[src/rtl/wb_reader_pkg.sv]
// Shared types for the Wishbone frame reader: FSM states, bus constants and FIFO word layout.
package wb_reader_pkg;

    typedef enum logic [1:0] {
        IDLE,
        REQ,
        WAIT_RTY
    } state_t;

    localparam logic [3:0]  WB_SEL_ALL = 4'hF;
    localparam int unsigned DATA_W     = 32;

    typedef struct packed {
        logic              sof;
        logic [DATA_W-1:0] data;
    } fifo_word_t;

    localparam int unsigned FIFO_W = $bits(fifo_word_t);

endpackage

[src/rtl/sync_fifo.sv]
// Show-ahead synchronous FIFO: head word is on dout whenever not empty; clr empties it.
module sync_fifo #(
    parameter int unsigned WIDTH = 33,
    parameter int unsigned DEPTH = 16
) (
    input  logic                     clk,
    input  logic                     rst_n,
    input  logic                     clr,
    input  logic                     push,
    input  logic [WIDTH-1:0]         din,
    input  logic                     pop,
    output logic [WIDTH-1:0]         dout,
    output logic                     empty,
    output logic                     full,
    output logic [$clog2(DEPTH):0]   count
);

    localparam int unsigned PTR_W = $clog2(DEPTH);

    logic [WIDTH-1:0] mem [DEPTH];
    logic [PTR_W-1:0] wr_ptr;
    logic [PTR_W-1:0] rd_ptr;
    logic [PTR_W:0]   cnt;
    logic             do_push;
    logic             do_pop;

    assign empty   = (cnt == '0);
    assign full    = (cnt == (PTR_W+1)'(DEPTH));
    assign count   = cnt;
    assign dout    = mem[rd_ptr];
    assign do_pop  = pop && !empty;
    // A push into a full FIFO is still accepted when a pop frees a slot the same cycle.
    assign do_push = push && (!full || do_pop);

    always_ff @(posedge clk or negedge rst_n) begin
        if (!rst_n) begin
            wr_ptr <= '0;
            rd_ptr <= '0;
            cnt    <= '0;
        end else if (clr) begin
            wr_ptr <= '0;
            rd_ptr <= '0;
            cnt    <= '0;
        end else begin
            if (do_push) wr_ptr <= wr_ptr + PTR_W'(1);
            if (do_pop)  rd_ptr <= rd_ptr + PTR_W'(1);
            case ({do_push, do_pop})
                2'b10:   cnt <= cnt + (PTR_W+1)'(1);
                2'b01:   cnt <= cnt - (PTR_W+1)'(1);
                default: cnt <= cnt;
            endcase
        end
    end

    always_ff @(posedge clk) begin
        if (do_push) mem[wr_ptr] <= din;
    end

endmodule

[src/rtl/wb_frame_reader.sv]
// Wishbone classic read master that streams a frame buffer, word by word and wrapping,
// into a local FIFO drained through a valid/ready pixel interface.
module wb_frame_reader
    import wb_reader_pkg::*;
#(
    parameter int unsigned      ADR_W       = 32,
    parameter logic [ADR_W-1:0] BASE_ADR    = '0,
    parameter int unsigned      FRAME_WORDS = 2048,
    parameter int unsigned      ADR_STEP    = 4,
    parameter int unsigned      FIFO_DEPTH  = 16
) (
    input  logic              clk,
    input  logic              rst_n,
    input  logic              enable,
    input  logic              flush,
    output logic              wb_cyc_o,
    output logic              wb_stb_o,
    output logic              wb_we_o,
    output logic [3:0]        wb_sel_o,
    output logic [ADR_W-1:0]  wb_adr_o,
    input  logic [DATA_W-1:0] wb_dat_i,
    input  logic              wb_ack_i,
    input  logic              wb_err_i,
    input  logic              wb_rty_i,
    output logic [DATA_W-1:0] pix_data,
    output logic              pix_sof,
    output logic              pix_valid,
    input  logic              pix_ready,
    output logic              err_flag
);

    localparam int unsigned IDX_W = $clog2(FRAME_WORDS);
    localparam int unsigned CNT_W = $clog2(FIFO_DEPTH) + 1;

    state_t           state, state_nxt;
    logic [ADR_W-1:0] adr, adr_nxt;
    logic [IDX_W-1:0] idx, idx_nxt;
    logic             err_nxt;
    logic             flush_pend, flush_pend_nxt;
    logic             do_flush;
    logic             term_ack, term_err, term_rty;

    logic             fifo_push;
    logic             fifo_clr;
    fifo_word_t       push_word;
    fifo_word_t       head;
    logic             fifo_empty;
    logic             fifo_full;
    logic [CNT_W-1:0] fifo_count;

    // Termination priority: ack over err over rty.
    assign term_ack = wb_ack_i;
    assign term_err = !wb_ack_i && wb_err_i;
    assign term_rty = !wb_ack_i && !wb_err_i && wb_rty_i;

    always_ff @(posedge clk or negedge rst_n) begin
        if (!rst_n) begin
            state      <= IDLE;
            adr        <= BASE_ADR;
            idx        <= '0;
            err_flag   <= 1'b0;
            flush_pend <= 1'b0;
        end else begin
            state      <= state_nxt;
            adr        <= adr_nxt;
            idx        <= idx_nxt;
            err_flag   <= err_nxt;
            flush_pend <= flush_pend_nxt;
        end
    end

    always_comb begin
        state_nxt      = state;
        adr_nxt        = adr;
        idx_nxt        = idx;
        err_nxt        = err_flag;
        flush_pend_nxt = flush_pend;
        do_flush       = 1'b0;
        fifo_push      = 1'b0;
        push_word.sof  = (idx == '0);
        push_word.data = '0;

        case (state)
            IDLE: begin
                if (flush)                       do_flush  = 1'b1;
                else if (enable && !fifo_full)   state_nxt = REQ;
            end
            REQ: begin
                if (flush) flush_pend_nxt = 1'b1;
                if (term_ack || term_err) begin
                    if (flush || flush_pend) begin
                        do_flush  = 1'b1;
                        state_nxt = IDLE;
                    end else begin
                        fifo_push      = 1'b1;
                        push_word.data = term_ack ? wb_dat_i : '0;
                        if (term_err) err_nxt = 1'b1;
                        if (idx == IDX_W'(FRAME_WORDS - 1)) begin
                            idx_nxt = '0;
                            adr_nxt = BASE_ADR;
                        end else begin
                            idx_nxt = idx + IDX_W'(1);
                            adr_nxt = adr + ADR_W'(ADR_STEP);
                        end
                        // Stay back-to-back only while a further slot is guaranteed after this push.
                        state_nxt = (enable && fifo_count <= CNT_W'(FIFO_DEPTH - 3)) ? REQ : IDLE;
                    end
                end else if (term_rty) begin
                    if (flush || flush_pend) begin
                        do_flush  = 1'b1;
                        state_nxt = IDLE;
                    end else begin
                        state_nxt = WAIT_RTY;
                    end
                end
            end
            WAIT_RTY: begin
                if (flush || flush_pend) begin
                    do_flush  = 1'b1;
                    state_nxt = IDLE;
                end else begin
                    state_nxt = REQ;
                end
            end
            default: state_nxt = IDLE;
        endcase

        if (do_flush) begin
            adr_nxt        = BASE_ADR;
            idx_nxt        = '0;
            err_nxt        = 1'b0;
            flush_pend_nxt = 1'b0;
        end
        fifo_clr = do_flush;
    end

    sync_fifo #(
        .WIDTH (FIFO_W),
        .DEPTH (FIFO_DEPTH)
    ) u_fifo (
        .clk   (clk),
        .rst_n (rst_n),
        .clr   (fifo_clr),
        .push  (fifo_push),
        .din   (push_word),
        .pop   (pix_ready),
        .dout  (head),
        .empty (fifo_empty),
        .full  (fifo_full),
        .count (fifo_count)
    );

    assign wb_cyc_o  = (state == REQ);
    assign wb_stb_o  = (state == REQ);
    assign wb_we_o   = 1'b0;
    assign wb_sel_o  = WB_SEL_ALL;
    assign wb_adr_o  = adr;
    assign pix_valid = !fifo_empty;
    assign pix_sof   = !fifo_empty && head.sof;
    assign pix_data  = head.data;

endmodule

[config.mk]
export PLATFORM = sky130hd
export DESIGN_NAME = wb_frame_reader
export DESIGN_NICKNAME = d
export VERILOG_FILES = /design/src/rtl/wb_reader_pkg.sv /design/src/rtl/sync_fifo.sv /design/src/rtl/wb_frame_reader.sv
export SDC_FILE = /design/constraint.sdc
export NUM_CORES = 1
export LEC_CHECK = 0
export ABC_AREA = 1
export BUFFER_PORTS_ARGS = -buffer_cell sky130_fd_sc_hd__buf_2
export CORE_MARGIN = 2
export CORE_UTILIZATION = 32
export CTS_BUF_LIST = sky130_fd_sc_hd__clkbuf_8 sky130_fd_sc_hd__clkbuf_16
export DETAILED_ROUTE_END_ITERATION = 8
export HOLD_SLACK_MARGIN = 0.03
export SKIP_LAST_GASP = 1
export SYNTH_ARGS = -nofsm -noshare
export SYNTH_HDL_FRONTEND = slang
export SYNTH_SLANG_ARGS = --single-unit
[constraint.sdc]
create_clock -name clk -period 4.1 [get_ports clk]
set_input_delay 0.82 -clock clk [delete_from_list [all_inputs] [get_ports clk]]
set_output_delay 0.82 -clock clk [all_outputs]
set_load 0.01 [all_outputs]
### Word-level counts from Yosys, hierarchy flattened

Memory sizes are Yosys's and may differ from the RTL's.
Index checks and enable logic that the tools add are counted.

* $lt $le $gt $ge: 1
* $add $sub $neg: 6
* mux-type cells: 47
* reductions and logical operators: 29
* eq/ne operators: 10

Operators by type and width (number)
* two-way mux 32 bit: 9
* two-way mux 11 bit: 5
* adder 32 x 3 -> 32 bit (second input constant): 1
* two-way mux 1 bit: 20
* two-way mux 4 bit: 4
* nonzero test 2 bit: 6
* adder 11 x 1 -> 11 bit (second input constant): 1
* == test 11 bit (second input constant): 1
* logical NOT 11 bit: 1
* two-way mux 2 bit: 5
* one-hot mux 5 bit (2 select lines): 1
* adder 4 x 1 -> 4 bit (second input constant): 2
* logical AND 1 bit: 8
* != test 2 bit (second input constant): 3
* one-hot mux 2 bit (3 select lines): 1
* AND reduction 3 bit: 2
* adder 5 x 1 -> 5 bit (second input constant): 1
* == test 5 bit (second input constant): 1
* less-or-equal comparator 5 x 4 -> 1 bit (second input constant): 1
* logical NOT 5 bit: 1
* two-way mux 5 bit: 1
* subtractor 5 x 1 -> 5 bit (second input constant): 1
* == test 2 x 1 -> 1 bit (second input constant): 2
* == test 2 bit (second input constant): 2
* other kinds (8): 13

* bits in registers: 60
* logic and storage cells: 102
* output and inout port bits: 74
* bits in writable memories: 528
* bits of input ports: 40
* memories: 1

Memory list
* u_fifo.mem: words 16, bits a word 33, read ports 1, clocked after memory_dff 0, write ports 1, RTL line sync_fifo.sv:20 `logic [WIDTH-1:0] mem [DEPTH];`

### Depth between registers and ports, before layout

Gate-level depths: netlist of run 1.

* depth in word-level cells: 9
* gate-level depth with buffers: 17

### By module

Synthesis of run 1 repeated with hierarchy kept, for this count alone.

* cell total of the unflattened synthesis: 2132
* area, all modules: 24676.2 µm²

Modules (own cells, without submodules)
* sync_fifo: area each 21578.2 µm², instances 1, cells each 1660
* wb_frame_reader: area each 3098.0 µm², instances 1, cells each 472

### Least setup slack after synthesis of run 1

OpenSTA, ideal clock, no wires.

* kind: input to register
* start: input flush
* end: memory u_fifo.mem[11][0] (enable)
* slack: 668 ps
* stages: 7
* arrival time: 3009 ps
* data required time: 3677 ps
* setup time: 423 ps
* path buffers: 0
* cell sequence: nor2_4 > nand3_4 > inv_2 > o21ai_0 > inv_2 > nand2_1 > nor2_1

* cells in the longest elaborated chain, start to end: 7

Ends and longest elaborated chain
* from (decl): RTL line wb_frame_reader.sv:15 `input logic flush,`
* logical OR 1 bit: RTL line wb_frame_reader.sv:91 `if (flush || flush_pend) begin`
* two-way mux 1 bit: RTL line wb_frame_reader.sv:91
* two-way mux 1 bit: RTL line wb_frame_reader.sv:90 `if (term_ack || term_err) begin`
* two-way mux 1 bit: RTL line wb_frame_reader.sv:83 `case (state)`
* logical AND 1 bit: RTL line sync_fifo.sv:33 `assign do_push = push && (!full || do_pop);`
* two-way mux 1 bit: RTL line sync_fifo.sv:56 `if (do_push) mem[wr_ptr] <= din;`
* two-way mux 1 bit (implied by the code): RTL line sync_fifo.sv:56
* to (decl): RTL line sync_fifo.sv:20

No other way between the ends.

### Final worst setup path of run 1

* start: register u_fifo.rd_ptr[0]
* end: output pix_data[31]

* cells in the longest elaborated chain, start to end: 1

Ends and longest elaborated chain
* from (decl): RTL line sync_fifo.sv:22 `logic [PTR_W-1:0] rd_ptr;`
* from (signal assigned): RTL line sync_fifo.sv:46 `if (do_pop) rd_ptr <= rd_ptr + PTR_W'(1);`
* memory (16 x 33 bit)
* to (decl): RTL line wb_frame_reader.sv:25 `output logic [DATA_W-1:0] pix_data,`

No other way between the ends.

==> results of run 1 <==
## synth_stat cells (4+ instances only)
master	n	area share, %
dfrtp_1	58	5.9
clkbuf_1	80	1.2
inv_2	8	0.12
xor2_1	5	0.18
a21oi_2	4	0.14
buf_4	21	0.64
o22ai_1	35	0.89
o221ai_1	93	3.3
buf_2	26	0.53
inv_1	64	0.98
a21oi_1	28	0.57
nor3_1	15	0.31
ha_1	11	0.56
nor2_1	390	6.0
nand3_1	74	1.5
o21ai_0	272	5.6
o211ai_1	35	1.1
nand4_1	18	0.46
nand2_1	245	3.8
edfxtp_1	528	65
## flip-flops by register name, indices dropped and copies added, names as in the netlist
register and flops:
err_flag 1, flush_pend 1, idx 11, state 2, u_fifo.count 5, u_fifo.mem 528
u_fifo.rd_ptr 4, u_fifo.wr_ptr 4, wb_adr_o 30
## cells by family (layout without fill, tap and decap cells)
group	count (synthesis)	count (layout)	share of synthesized area, %
simple gates	764	764	12.90
flops	586	586	70.59
compound gates	481	481	11.96
buf+inv	206	341	3.695
other cells	2	8	0.03063
fa+ha+maj	12	12	0.6430
xor+xnor	5	5	0.1786
## path summary, 6_finish.rpt
path	from	to	depth (start not counted)
worst max-delay path	u_fifo.rd_ptr[0]	pix_data[31]	7
worst min-delay path	rst_n	wb_adr_o[9]	1
worst max register to register	state[1]	u_fifo.mem[11][14]	8
worst min register to register	err_flag	err_flag	1
max in group asynchronous	rst_n	u_fifo.wr_ptr[3]	2
min in group clk	err_flag	err_flag	1
## critical path: stages, from the launching register on
cell      delay [ns]
dfrtp_4         0.46
buf_4           0.50
buf_4           0.53
o21ai_0         0.16
o221ai_1        0.21
o211ai_1        0.10
nand2_1         0.18
buf_2           0.17
## power groups by stage
stage	logic [W]	clock network, W	registers (W)
final	0.00367	0.00535	0.00686
after global routing	0.00412	0.00568	0.00687
after CTS	0.00371	0.00545	0.00685
after detailed placement	0.00370	0	0.00698
after global placement	0.00363	0	0.00697
after floorplan	0.00248	0	0.00695
## layer usage
metal | vias up | GRT usage [%] | part of all wire (%)
li1 | 7654 | - | -
met1 | 8401 | 23.17 | 44
met2 | 587 | 27.20 | 47
met3 | 98 | 2.427 | 7.0
met4 | 2 | 4.059 | 2.0
met5 | - | 0 | 0.014
## area by class of cell
class	instances	area, sq um	area share (%)
diodes	1	2.502	0.008811
clock buffers	60	1501	5.287
clock inverters	51	447.9	1.577
inverters	75	292.8	1.031
multi-input cells	1269	6451	22.72
flip-flops and latches	586	17320	60.97
well taps	1030	1289	4.538
repair buffers	155	1099	3.868
## through the flow
stage / hold WS, ns / total power (W) / worst slack [ns]
final: 0.2795 / 0.01588 / 0.3127
after global routing: 0.3352 / 0.01666 / 0.1008
after CTS: 0.2796 / 0.01601 / 0.2884
after detailed placement: 0.4971 / 0.01067 / 0.9096
after global placement: 0.4850 / 0.01060 / 0.9506
after floorplan: 0.4993 / 0.009430 / 0.6678
## cell usage in the layout (no fill, tap or decap), types with 5 or more instances in the layout
cell	netlist	final
nand2_1	245	244
inv_1	64	75
inv_2	8	8
conb_1	2	7
edfxtp_1	528	528
xor2_1	5	5
clkinv_1	2	15
clkinv_2	0	17
nand3_1	74	74
nor2_4	2	18
nor2_1	390	374
clkbuf_16	0	60
nor3_1	15	15
buf_4	21	33
o21ai_0	272	272
bufinv_16	0	6
o22ai_1	35	35
ha_1	11	11
o211ai_1	35	35
buf_12	0	16
a21oi_1	28	28
nand4_1	18	18
buf_2	26	106
dfrtp_1	58	54
o221ai_1	93	93
==> impl_results.md, run 1 <==
- Status: completed
- Root buffer cell: clkbuf_16
- IO Port Bufs: 106
- Synthesis warning total: 0
- Drt drc: 0
- Die Area: 78840 sq um
- Fill cell count: 7216
- CTS Buffer Depth: 3
- Htree depth: 2
- Switching portion of total power: 31.65%
- Critical Path Sink Type: output pin
- First-pass GRT wire length: 100400 um
- Critical Path Source Type: flip-flop
- Final instance area: 28400 sq um
- Seq cells post-synth: 586
- Slew @ Worst Pin: 0.9529 ns
- Final worst path period need: 3.787 ns
- Clk_skew: 0.04772 ns
- Post-Syn Instances: 2056
- Vias: 16.74k
- Max_cap viols: 0
- CTS tree: built
- DRT iter0 DRCs: 1631
- Wire length per cell: 20.39 um
- Post-Place Cells: 3115
- Setup TNS: 0 ns
- Slew Limit Fails: 0
- Power Density: 559.1 nW/um^2
- GRT Overall Usage: 16.60%
- Detailed Route WL: 65810 um
- Pre-antenna DRT Iters: 6
- Core Rows: 101
- Post-CTS Setup Bufs: 0
- Arrival @ worst endpoint: 2.97 ns
- Logic pwr share: 23.1%
- Syn avg cell area: 11.92 sq um
- Leading register cell type out of synthesis: edfxtp_1
- Leakage power: 9.902 nW
- Hold Buf Count CTS: 0
- Placed Instance Area: 26450 sq um
- R2r setup slk: 1.33 ns
- Worst rel slew slack: 36.24%
- Worst setup path class: reg2out
- Vias in the first global route: 16.40k
- CTS Buf Count: 60
- Synthesized area: 24520 sq um
- Sequential Power Share: 43.2%
- RSZ-0062 raised after global routing: false
- Peak VDD IR: 0.3911 mV
- Initial Util: 32.28%
- Fin crit share: 92.37%
- # IOs: 114
- Area grow syn2layout: 15.84%
- GRT overflow: 0
- Die Y: 280.8 um
- Placer congestion estimate: 0.8820
- Clk pwr share: 33.7%
- Final nets: 2199
- Non-filler cells in the finished layout: 3227
- Pin count of the biggest net entering global routing: 159
- P_int: 0.01085 W
- Sequential area share after synthesis: 70.59%
- Initial antenna violation count: 2
- Switching power: 0.005026 W
- Detail Placement HPWL: 34860 um
- Die X-Extent: 280.8 um
- Core Util, Final: 37.39%
- Max FO, Critical Path: 57
- Synth cell types: 48
- CORE AREA: 75950 sq um
- Post-synth EDFFs: 528
- # resized after CTS: 0
- Max Fclk: 0.2640 GHz
- Vias per cell: 5.188
- Final setup fails: 0
- Fraction of layout cells with a size suffix above 1: 13.52%
- Fraction of registers with async set/reset: 9.898%
- Worst Hold Class: in2async
- Worst endpoint required time: 3.28 ns
- Final ANT Viol Nets: 0
- CTS sink count: 586
- Final hold vios: 0
- Worst-path clk slew: 0.06 ns
- Worst skew pair latency: 0.63 ns
Power figures use the tool's default switching activity.
==> inputs of run 2 (changes only) <==
GPL_TIMING_DRIVEN = 0   (was not set)
==> impl_results.md, run 2 (synthesized netlist as in run 1, its figures left out) <==
- Final worst path period need: 4.061 ns
- Critical Path Source Type: flip-flop
- # IOs: 114
- Max stage delay cell, worst path: clkbuf_1
- Slew Limit Fails: 0
- First-pass GRT wire length: 118800 um
- Core Rows: 101
- Worst endpoint required time: 3.28 ns
- Post-Place Cells: 3216
- CORE AREA: 75950 sq um
- Placer congestion estimate: 0.8690
- CTS Buf Count: 59
- CTS sink count: 586
- Clk_skew: 0.03968 ns
- Non-filler cells in the finished layout: 3325
- Htree depth: 2
- Worst setup path class: reg2out
- R2r setup slk: 0.81 ns
- Max_cap viols: 0
- CP delay by family, top: buffers and inverters
- CP dominant cell by count: buf_2
- Arrival @ worst endpoint: 3.24 ns
- Final hold vios: 0
- Slew @ Worst Pin: 1.271 ns
- Clk pwr share: 32.0%
- Commonest cells after routing, fill and taps aside: edfxtp_1, nor2_1, o21ai_0
- CTS Buffer Depth: 3
- GRT Overall Usage: 20.71%
- Die Area: 78840 sq um
- P_int: 0.01095 W
- Leakage power: 10.09 nW
- Final setup fails: 0
- Vias per cell: 5.457
- IO Port Bufs: 106
- Root buffer cell: clkbuf_16
- Worst skew pair latency: 0.65 ns
- Worst-path clk slew: 0.06 ns
- Detail Placement HPWL: 53310 um
- Worst path max stage delay: 0.65 ns
- Max reg flops: 528
- Logic pwr share: 27.0%
- Pre-antenna DRT Iters: 6
- Max FO, Critical Path: 10
- RSZ-0062 raised after global routing: true
- Final ANT Viol Nets: 0
- Switching portion of total power: 34.47%
- DRT iter0 DRCs: 2400
- Core Util, Final: 37.92%
- Peak VDD IR: 0.3774 mV
- Largest register by flop count: u_fifo.mem
- Wire length per cell: 24.88 um
- Worst Hold Class: in2async
- Fin crit share: 99.04%
- Hold Buf Count CTS: 0
- Vias: 18.14k
- CTS tree: built
- Most common cell after layout, fill and taps aside: edfxtp_1
- Die X-Extent: 280.8 um
- Max Fclk: 0.2463 GHz
- Final nets: 2299
- Worst rel slew slack: 14.94%
- CP bufs+invs: 4
- Area grow syn2layout: 17.46%
- Power Density: 580.0 nW/um^2
- Sequential Power Share: 41.0%
- Initial antenna violation count: 0
- Pin count of the biggest net entering global routing: 33
- Vias in the first global route: 17.49k
- Setup TNS: 0 ns
- Drt drc: 0
- Detailed Route WL: 82740 um
- Switching power: 0.005757 W
- Critical Path Sink Type: output pin
- Crit-path cells: inv_1 > buf_2 > clkbuf_1 > o21ai_0 > o221ai_1 > nand3_1 > nand2_1 > buf_2
- Fraction of layout cells with a size suffix above 1: 13.69%
- Die Y: 280.8 um
- Initial Util: 32.28%
- GRT overflow: 0
- Status: completed
run 2: power by group through the flow:
stage,clock network [W],logic (W),registers [W]
2_1_floorplan,0,0.00248,0.00695
3_3_place_gp,0,0.00431,0.00697
3_5_place_dp,0,0.00444,0.00696
4_1_cts,0.00537,0.00446,0.00684
5_1_grt,0.00560,0.00485,0.00686
6_report,0.00534,0.00451,0.00685
run 2: repair_timing:
item | CTS | global route
gates resized for setup | 2 | 10
setup buffers | 0 | 0
pin swaps | 1 | 1
setup endpoints to repair | 5 | 9
run 2: worst register-to-register path, delay by kind of cell, from the launching register on:
| kind | cells | cell delay [ns] |
|---|---|---|
| compound gates | 1 | 0.25 |
| simple gates | 4 | 1.70 |
| flops | 1 | 0.40 |
| buf+inv | 3 | 0.62 |
run 2: layout make-up:
cell class	count	area (sq um)
fillers	7268	47150
flip-flops and latches	586	17310
multi-input cells	1269	6449
clock buffers	60	1490
well taps	1030	1289
repair buffers	125	935.9
plain buffers	131	626.9
clock inverters	48	410.4
inverters	75	286.5
diodes	1	2.502
run 2: path summary, 6_finish.rpt:
kind | startpoint | to | cells after the start
min in group clk | err_flag | err_flag | 1
hold / removal | rst_n | wb_adr_o[9] | 1
setup / recovery | u_fifo.rd_ptr[1] | pix_data[14] | 8
max in group asynchronous | rst_n | u_fifo.rd_ptr[0] | 2
hold reg to reg | err_flag | err_flag | 1
setup reg to reg | flush_pend | u_fifo.mem[3][32] | 8
run 2: metrics by stage:
| stage | hold slack, ns | total power (W) | cell area (sq um) | worst slack (ns) |
|---|---|---|---|---|
| final | 0.2129 | 0.01670 | 28800 | 0.03924 |
| after global routing | 0.2548 | 0.01731 | 28800 | -0.03429 |
| after CTS | 0.2084 | 0.01667 | 28790 | 0.04915 |
| after detailed placement | 0.4751 | 0.01140 | 26890 | 0.2618 |
| after global placement | 0.4747 | 0.01127 | 26350 | -2.218 |
| after floorplan | 0.4993 | 0.009430 | 24530 | 0.6678 |
run 2: routing by layer:
layer  part of all wire [%]  global-route usage [%]  vias to the layer above
met2                     47                   33.42                     1100
met4                    3.8                   8.241                        0
met5                      0                       0                        -
met3                     11                   4.273                      193
li1                       -                       -                     7850
met1                     39                   27.28                     9001
